===== config.mk =====
export PLATFORM = sky130hd
export DESIGN_NAME = reg_trace_streamer
export DESIGN_NICKNAME = d
export VERILOG_FILES = /design/src/rtl/reg_trace_streamer_pkg.sv /design/src/rtl/reg_trace_streamer_fifo.sv /design/src/rtl/reg_trace_streamer.sv
export SDC_FILE = /design/constraint.sdc
export NUM_CORES = 2
export LEC_CHECK = 0
export ABC_CLOCK_PERIOD_IN_PS = 35900
export CAP_MARGIN = 20
export CORE_MARGIN = 10
export CORE_UTILIZATION = 55
export DETAILED_ROUTE_END_ITERATION = 16
export GPL_ROUTABILITY_DRIVEN = 0
export PLACE_DENSITY = 0.9
export SKIP_CTS_REPAIR_TIMING = 1
export SYNTH_ARGS = -nofsm -noshare
export SYNTH_HDL_FRONTEND = slang
export SYNTH_HIERARCHICAL = 1
export SYNTH_SLANG_ARGS = --single-unit
export TNS_END_PERCENT = 30

===== constraint.sdc =====
create_clock -name clk -period 35.9 [get_ports clk]
set_input_delay 7.18 -clock clk [delete_from_list [all_inputs] [get_ports clk]]
set_output_delay 7.18 -clock clk [all_outputs]
set_load 0.03 [all_outputs]

===== src/rtl/reg_trace_streamer_pkg.sv =====
`default_nettype none
// +-------------------------------------------------------------------------+
// | trace_pkg : shared record layout, FSM encoding and clog2 for trace IP    |
// | Revision  : 1.0                                                          |
// +-------------------------------------------------------------------------+
package trace_pkg;

   localparam logic [1:0] ST_IDLE  = 2'd0;
   localparam logic [1:0] ST_SCAN  = 2'd1;
   localparam logic [1:0] ST_TRAIL = 2'd2;

   function automatic int clog2(input int value);
      int r;
      r = 0;
      for (int i = 0; i < 31; i++) begin
         if ((1 << i) < value) r = i + 1;
      end
      return r;
   endfunction

   // Record layout, LSB first: data, idx, id, trailer flag.
   function automatic int rec_off_data();
      return 0;
   endfunction

   function automatic int rec_off_idx(input int data_w);
      return data_w;
   endfunction

   function automatic int rec_off_id(input int data_w, input int idx_w);
      return data_w + idx_w;
   endfunction

   function automatic int rec_off_trl(input int data_w, input int idx_w, input int id_w);
      return data_w + idx_w + id_w;
   endfunction

   function automatic int rec_width(input int data_w, input int idx_w, input int id_w);
      return data_w + idx_w + id_w + 1;
   endfunction

endpackage
`default_nettype wire


===== src/rtl/reg_trace_streamer_fifo.sv =====
`default_nettype none
// +-------------------------------------------------------------------------+
// | sync_fifo_fwft : first-word-fall-through FIFO, push allowed when full    |
// | Revision       : 1.0                                                     |
// +-------------------------------------------------------------------------+
module sync_fifo_fwft
   import trace_pkg::*;
#(
   parameter int WIDTH = 8,
   parameter int DEPTH = 8
) (
   input  logic             clk,
   input  logic             rst_n,
   input  logic             push,
   input  logic [WIDTH-1:0] din,
   output logic             full,
   input  logic             pop,
   output logic [WIDTH-1:0] dout,
   output logic             empty
);

   localparam int AW = clog2(DEPTH);

   logic [WIDTH-1:0] mem_q [DEPTH];
   logic [AW:0]      wr_q;
   logic [AW:0]      rd_q;
   logic             w_do_pop;
   logic             w_do_push;

   assign empty     = (wr_q == rd_q);
   assign full      = (wr_q[AW] != rd_q[AW]) && (wr_q[AW-1:0] == rd_q[AW-1:0]);
   assign w_do_pop  = pop & ~empty;
   // A full FIFO still takes a write when the head leaves in the same cycle.
   assign w_do_push = push & (~full | w_do_pop);
   assign dout      = empty ? '0 : mem_q[rd_q[AW-1:0]];

   always_ff @(posedge clk) begin
      if (!rst_n) begin
         wr_q <= '0;
         rd_q <= '0;
      end else begin
         if (w_do_push) wr_q <= wr_q + 1'b1;
         if (w_do_pop)  rd_q <= rd_q + 1'b1;
      end
   end

   always_ff @(posedge clk) begin
      if (w_do_push) mem_q[wr_q[AW-1:0]] <= din;
   end

endmodule
`default_nettype wire


===== src/rtl/reg_trace_streamer.sv =====
`default_nettype none
// +-------------------------------------------------------------------------+
// | reg_trace_streamer : register snapshots -> (id, idx, value) record stream|
// | Revision           : 1.0                                                 |
// +-------------------------------------------------------------------------+
module reg_trace_streamer
   import trace_pkg::*;
#(
   parameter int NUM_REGS   = 32,
   parameter int DATA_W     = 32,
   parameter int FIFO_DEPTH = 8,
   parameter int SNAP_W     = 8,
   parameter int SKIP_ZERO  = 1
) (
   input  logic                         clk,
   input  logic                         rst_n,
   input  logic [NUM_REGS*DATA_W-1:0]   regIn,
   input  logic                         snap,
   input  logic                         mode,
   output logic                         busy,
   output logic                         snap_drop,
   output logic                         out_valid,
   input  logic                         out_ready,
   output logic                         out_trailer,
   output logic [SNAP_W-1:0]            out_id,
   output logic [clog2(NUM_REGS)-1:0]   out_idx,
   output logic [DATA_W-1:0]            out_data
);

   localparam int IDX_W    = clog2(NUM_REGS);
   localparam int CNT_W    = clog2(NUM_REGS + 1);
   localparam int REC_W    = rec_width(DATA_W, IDX_W, SNAP_W);
   localparam int OFF_DATA = rec_off_data();
   localparam int OFF_IDX  = rec_off_idx(DATA_W);
   localparam int OFF_ID   = rec_off_id(DATA_W, IDX_W);
   localparam int OFF_TRL  = rec_off_trl(DATA_W, IDX_W, SNAP_W);
   localparam logic [IDX_W-1:0] FIRST_IDX = (SKIP_ZERO != 0) ? IDX_W'(1) : IDX_W'(0);
   localparam logic [IDX_W-1:0] LAST_IDX  = IDX_W'(NUM_REGS - 1);

   generate
      if (CNT_W > DATA_W) begin : g_cnt_w_check
         $error("record count does not fit in DATA_W");
      end
   endgenerate

   logic [1:0]        state_q, state_d;
   logic              mode_q;
   logic [IDX_W-1:0]  idx_q;
   logic [CNT_W-1:0]  cnt_q;
   logic [SNAP_W-1:0] id_q;
   logic              drop_q;
   logic [DATA_W-1:0] cap_q    [NUM_REGS];
   logic [DATA_W-1:0] shadow_q [NUM_REGS];

   logic              w_full, w_empty, w_pop, w_can_push, w_emit, w_push;
   logic [DATA_W-1:0] w_cur;
   logic [REC_W-1:0]  w_din, w_dout;

   assign w_pop      = out_ready & ~w_empty;
   assign w_can_push = ~w_full | w_pop;
   assign w_cur      = cap_q[idx_q];
   assign w_emit     = mode_q | (w_cur != shadow_q[idx_q]);

   always_ff @(posedge clk) begin
      if (!rst_n) state_q <= ST_IDLE;
      else        state_q <= state_d;
   end

   always_comb begin
      state_d = state_q;
      case (state_q)
         ST_IDLE:  if (snap) state_d = ST_SCAN;
         ST_SCAN:  if (w_can_push && idx_q == LAST_IDX) state_d = ST_TRAIL;
         ST_TRAIL: if (w_can_push) state_d = ST_IDLE;
         default:  state_d = ST_IDLE;
      endcase
   end

   always_comb begin
      w_push = 1'b0;
      w_din  = '0;
      case (state_q)
         ST_SCAN: begin
            if (w_can_push && w_emit) begin
               w_push                     = 1'b1;
               w_din[OFF_ID   +: SNAP_W]  = id_q;
               w_din[OFF_IDX  +: IDX_W]   = idx_q;
               w_din[OFF_DATA +: DATA_W]  = w_cur;
            end
         end
         ST_TRAIL: begin
            if (w_can_push) begin
               w_push                     = 1'b1;
               w_din[OFF_TRL]             = 1'b1;
               w_din[OFF_ID   +: SNAP_W]  = id_q;
               w_din[OFF_DATA +: DATA_W]  = DATA_W'(cnt_q);
            end
         end
         default: ;
      endcase
   end

   always_ff @(posedge clk) begin
      if (!rst_n) begin
         mode_q <= 1'b0;
         idx_q  <= '0;
         cnt_q  <= '0;
         id_q   <= '0;
         drop_q <= 1'b0;
         for (int i = 0; i < NUM_REGS; i++) shadow_q[i] <= '0;
      end else begin
         if (state_q == ST_IDLE && snap) begin
            mode_q <= mode;
            idx_q  <= FIRST_IDX;
            cnt_q  <= '0;
         end
         if (state_q != ST_IDLE && snap) drop_q <= 1'b1;
         if (state_q == ST_SCAN && w_can_push) begin
            if (w_emit) begin
               shadow_q[idx_q] <= w_cur;
               cnt_q           <= cnt_q + CNT_W'(1);
            end
            if (idx_q != LAST_IDX) idx_q <= idx_q + IDX_W'(1);
         end
         if (state_q == ST_TRAIL && w_can_push) id_q <= id_q + SNAP_W'(1);
      end
   end

   // Register 0 sits in the most significant slice of regIn.
   always_ff @(posedge clk) begin
      if (state_q == ST_IDLE && snap) begin
         for (int i = 0; i < NUM_REGS; i++)
            cap_q[i] <= regIn[(NUM_REGS-1-i)*DATA_W +: DATA_W];
      end
   end

   sync_fifo_fwft #(
      .WIDTH (REC_W),
      .DEPTH (FIFO_DEPTH)
   ) u_fifo (
      .clk   (clk),
      .rst_n (rst_n),
      .push  (w_push),
      .din   (w_din),
      .full  (w_full),
      .pop   (w_pop),
      .dout  (w_dout),
      .empty (w_empty)
   );

   assign busy        = (state_q != ST_IDLE);
   assign snap_drop   = drop_q;
   assign out_valid   = ~w_empty;
   assign out_trailer = w_dout[OFF_TRL];
   assign out_id      = w_dout[OFF_ID   +: SNAP_W];
   assign out_idx     = w_dout[OFF_IDX  +: IDX_W];
   assign out_data    = w_dout[OFF_DATA +: DATA_W];

endmodule
`default_nettype wire

Word level (Yosys, flattened, before mapping)
Memories as Yosys holds them, arrays and structs flattened. A register that Yosys moved wholly into a read port is not among the register bits.
Index checks and enable logic that the tools add are counted.
{"block": "word_totals", "memories": 3, "output_inout_bits": 49, "reg_bits": 31, "in_bits": 1029, "mem_bits_rw": 2416}
{"name": "cap_q", "words": 32, "width": 32, "rd": 1, "rd_ports_with_merged_regs": 1, "write_ports": 32, "line": "reg_trace_streamer.sv:52", "rtl": "logic [DATA_W-1:0] cap_q [NUM_REGS];"}
{"name": "shadow_q", "words": 32, "width": 32, "rd": 1, "rd_ports_with_merged_regs": 1, "write_ports": 32, "line": "reg_trace_streamer.sv:53", "rtl": "logic [DATA_W-1:0] shadow_q [NUM_REGS];"}
{"name": "u_fifo.mem_q", "words": 8, "width": 46, "rd": 1, "rd_ports_with_merged_regs": 1, "write_ports": 1, "line": "reg_trace_streamer_fifo.sv:24", "rtl": "logic [WIDTH-1:0] mem_q [DEPTH];"}
{"block": "op_classes", "mux": 37, "addsub": 5, "bitwise": 8, "n_reduce_logical": 11, "eq_ne": 11}
{"operator": "32-bit case mux with 2 select lines", "count": 1}
{"operator": "46-bit 2-to-1 mux", "count": 1}
{"operator": "45-bit 2-to-1 mux", "count": 1}
{"operator": "5-bit 2-to-1 mux", "count": 7}
{"operator": "32-bit 2-to-1 mux", "count": 1}
{"operator": "32-bit != test", "count": 1}
{"operator": "32-bit OR reduction", "count": 1}
{"operator": "6-bit 2-to-1 mux", "count": 4}
{"operator": "8-bit case mux with 2 select lines", "count": 1}
{"operator": "1-bit 2-to-1 mux", "count": 13}
{"operator": "9-bit 2-to-1 mux", "count": 1}
{"operator": "4-bit by 1-bit adder with 4-bit output, second input constant", "count": 2}
{"operator": "8-bit by 1-bit adder with 8-bit output, second input constant", "count": 1}
{"operator": "1-bit logical AND", "count": 7}
{"operator": "6-bit by 1-bit adder with 6-bit output, second input constant", "count": 1}
{"operator": "2-bit 2-to-1 mux", "count": 3}
{"operator": "3-bit 2-to-1 mux", "count": 2}
{"operator": "2-bit != test, second input constant", "count": 3}
{"operator": "2-bit case mux with 3 select lines", "count": 1}
{"operator": "5-bit by 1-bit adder with 5-bit output, second input constant", "count": 1}
{"operator": "5-bit equality test, second input constant", "count": 1}
{"operator": "5-bit != test, second input constant", "count": 1}
{"operator": "4-bit equality test", "count": 1}
{"operator": "1-bit bitwise AND", "count": 3}
{"operator": "other kinds (10)", "count": 13}

Depth between registers and ports, before layout
{"block": "logic_depth", "depth_word": 10, "mapped_depth": 21, "mapped_depth_nobuf": 13}

Hierarchy
Netlist, hierarchy kept.
{"mod": "reg_trace_streamer", "area_per_inst_um2": 85094.1, "cells_per_inst": 5363, "n_inst": 1}
{"mod": "sync_fifo_fwft", "area_per_inst_um2": 14597.8, "cells_per_inst": 655, "n_inst": 1}

Least setup slack after synthesis
No wires, ideal clock.
{"block": "synth_timing", "path_kind": "input -> register", "from": "input port snap", "to": "memory cap_q[0][0] (enable)", "required_ps": 34543, "t_arrival_ps": 26951, "path_stages": 2, "setup_slack_ps": 7592, "setup_time_ps": 1357, "path_cell_list": "nand2_1 inv_1"}
{"item": "start, declared", "line": "reg_trace_streamer.sv:18", "rtl": "input logic snap,"}
{"item": "end, declared", "line": "reg_trace_streamer.sv:52"}

==> results.rst <==
.. list-table::
   :header-rows: 1

   * - Metric
     - Value
   * - Chip width
     - 446 µm
   * - Max transition margin
     - 0.181
   * - Wire length of the first global-routing pass
     - 454 mm
   * - Placement Rows
     - 156
   * - Category of the worst setup path launch point
     - flop
   * - Post-synthesis area per instance
     - 16.6 µm²
   * - Clk_skew
     - 0.0818 ns
   * - Worst slack, placed
     - 23.87 ns
   * - Slowest cell on the critical path
     - buf_4
   * - Clock sink total
     - 2450
   * - Required time of the critical path
     - 28.72 ns
   * - F_max
     - 0.0851 GHz
   * - Arithmetic-cell share of the synthesized area counting full adders, half adders and majority gates
     - 0.00151
   * - Largest net degree at the start of global routing
     - 214
   * - Peak supply drop
     - 0.0466 mV
   * - Number of synthesized register bits
     - 2450
   * - Final setup slack of the worst path
     - 24.15 ns
   * - Period utilisation layout
     - 0.327
   * - Sequential cell area fraction in the yosys report
     - 0.735
   * - Setup TNS
     - 0 ns
   * - Routed WL per cell
     - 33.8 µm
   * - Reg2Reg Depth
     - 16
   * - Number of port buffers
     - 1077
   * - Leading area contributor after synthesis
     - edfxtp_1
   * - Worst reg2reg path endpoint
     - shadow_q[24][20]
   * - Pleak
     - 38.0 nW
   * - Share of cell area taken by muxes after synthesis
     - 0.130
   * - Synth-to-Final Area Change
     - 20.5%
   * - Starting DRC count in detailed routing
     - 9993
   * - Area fraction of the dominant cell type after synthesis
     - 0.728
   * - Area of the die
     - 0.199 mm²
   * - Cell variety after synth
     - 63
   * - Most used flip-flop cell after synthesis
     - edfxtp_1
   * - Number of flops mapped to enable cells by yosys
     - 2416
   * - Class of the most critical setup path
     - flop to output pin
   * - Deepest level of the CTS H-tree
     - 4
   * - Fraction of final layout cells with drive strength greater than 1
     - 0.0987
   * - Net count after synthesis
     - 7059
   * - Number of instances in the synthesized netlist
     - 6018
   * - Initial antenna violation count
     - 59
   * - Worst reg2reg path startpoint
     - idx_q[1]
   * - Post-detailed-route count of antenna-violating nets
     - 0
   * - # IOs
     - 1078
   * - Post-synthesis xor/xnor area fraction
     - 0.00452
   * - End point of the worst hold path
     - snap_drop
   * - Longest individual stage delay on the worst path
     - 0.72 ns
   * - Clock tree from TritonCTS
     - built
   * - Initial core utilization
     - 0.552
   * - Count leader, synth
     - edfxtp_1
   * - Final non-filler cell total
     - 9677
   * - Drc violations
     - 0
   * - Count of vias placed by the detailed router
     - 63.6k
   * - 1st-pass router iterations
     - 10
   * - Top post-synthesis cells by count
     - 2416 x edfxtp_1, 1085 x nor2_1, 935 x mux2i_1
   * - Filler cell count
     - 11.1k
   * - Ranking of synthesized cells by area
     - edfxtp_1 73%, mux2i_1 9.4%, nor2_1 4.1%, mux4_2 3.7%, o22a_1 1.9%
   * - HPWL reported at the end of detailed placement
     - 207 mm
   * - Cells along the critical path
     - buf_4, buf_4, mux4_2, mux2i_1, nor2_1, clkdlybuf4s50_1
   * - Post-layout minimum cycle time
     - 11.75 ns
   * - Fraction of registers with async set/reset
     - 0
   * - Dpl cells
     - 9191
   * - Max-slew violation count
     - 0
   * - Simple-gate share of the synthesized area
     - 0.0636
   * - Mapped Area
     - 0.0997 mm²
   * - Clock slew at reported path FFs
     - 0.06 ns
   * - Final #Nets
     - 8096
   * - Global routing usage summed across all routing layers
     - 0.318
   * - Die Span Y
     - 446 µm
   * - TritonCTS buffer count
     - 231
   * - Wirelength, routed
     - 327 mm
   * - Final standard cell area without fillers
     - 0.120 mm²
   * - Transition time at the pin with the least slew margin
     - 1.23 ns
   * - Via count of the first global-routing pass
     - 64.2k
   * - Unrepaired setup endpoints after global routing
     - false
   * - Largest driver fanout on the critical path
     - 35
   * - Run status
     - finished, final reports clean
   * - HP Class
     - flop to flop
   * - CP endpoint kind
     - output pin
   * - Crit-path leading delay family
     - buffers and inverters
   * - Post-place instance area
     - 0.113 mm²
   * - Crit-path most repeated cell
     - buf_4
   * - Worst hold start
     - snap_drop
   * - YS warnings
     - 6
   * - Max Root-Sink Buffers
     - 3
   * - Sum of buffers and inverters on the critical path
     - 3
   * - Skew-Pair Late Insertion Delay
     - 0.89 ns
   * - Ratio of routed vias to standard cells
     - 6.57
   * - CORE AREA
     - 0.181 mm²
   * - Share of the synthesized area in compound gates (AO/OA/AOI/OAI)
     - 0.0398
   * - Total power
     - 6.52 mW
   * - Number of setup violations in the final report
     - 0
   * - Number of cells traversed by the worst hold path
     - 2
   * - Dominant combinational cell family by area after synthesis
     - multiplexers
   * - Setup slack on the worst flop-to-flop path
     - 26.25 ns
   * - Max-capacitance violation count
     - 0
   * - Library cell used as clock root buffer
     - clkbuf_16
   * - Power density over cell area
     - 54.3 mW/mm²
   * - Count of endpoints failing hold in the final timing report
     - 0
   * - Data arrival time of the critical path
     - 4.57 ns
   * - GRT Residual Overflow
     - 0
## registers in the layout, indices dropped and copies added, names as in the netlist, named ones only
signal / cells
id_q: 8
idx_q: 5
u_fifo/mem_q: 368
snap_drop: 1
cap_q: 1024
shadow_q: 1024
u_fifo/rd_q: 4
state_q: 2
u_fifo/wr_q: 4
mode_q: 1
cnt_q: 6
## worst min-delay path, stage by stage, from the launching register on
cell and delay [ns]:
dfxtp_1 0.33, a21oi_1 0.05, nor2b_1 0.09
## where the power goes
group | internal, mW | total [mW] | switching (mW)
clock | 1.35 | 2.43 | 1.08
combinational | 0.258 | 0.678 | 0.420
sequential | 3.35 | 3.42 | 0.0670
## cell usage in the layout (no fill, tap or decap), types with 53 or more instances in the layout
cell | Yosys | routed
buf_4 | 56 | 109
clkbuf_16 | 0 | 235
clkdlybuf4s50_1 | 0 | 1076
clkinv_1 | 0 | 58
diode_2 | 0 | 53
edfxtp_1 | 2416 | 2416
mux2i_1 | 935 | 935
mux4_2 | 162 | 162
nand2_1 | 99 | 99
nand4_1 | 74 | 74
nor2_1 | 1085 | 1083
nor4_1 | 59 | 57
o22a_1 | 216 | 216
o22ai_1 | 225 | 225
## final cells by class
type,count,area (µm²),share of cell area
Inverter,14,60.1,0.000500
Antenna cell,53,133,0.00110
Tap cell,2370,2970,0.0247
Clock inverter,148,1340,0.0112
Multi-Input combinational cell,3164,24500,0.204
Clock buffer,284,6110,0.0509
Timing Repair Buffer,1194,11800,0.0980
Sequential cell,2450,73200,0.610
## layer usage
layer,up-vias,share of wire,track usage
met2,5704,0.49,0.517
met4,16,0.073,0.198
met5,-,0.00030,0
met3,1321,0.13,0.0896
met1,31100,0.31,0.373
li1,25400,-,-
## stage by stage
| step | utilization | hold WS, ns |
|---|---|---|
| floorplan | - | 0.455 |
| global placement | 0.623 | 0.477 |
| detailed placement | 0.623 | 0.494 |
| CTS | 0.664 | 0.513 |
| global route | 0.665 | 0.538 |
| finish | 0.665 | 0.501 |
## worst max path at each step
stage | to | slack, ns | cells after the start
2_1_floorplan | cap_q[0][0] | 7.59 | 2
6_report | out_idx[2] | 24.15 | 6
3_3_place_gp | cap_q[12][12] | 24.11 | 6
5_1_grt | out_idx[3] | 23.80 | 6
3_5_place_dp | cap_q[23][12] | 23.87 | 6
4_1_cts | out_idx[3] | 24.03 | 6
## cells by family (layout without fill, tap and decap cells)
group           count (synthesis)  in the layout
other cells                     0             53
flops                        2450           2450
fa+ha+maj                      12             12
simple gates                 1468           1468
compound gates                539            539
mux                          1097           1097
xor+xnor                       48             48
buf+inv                       404           1640
No activity file was read; power rests on OpenSTA's default activity.
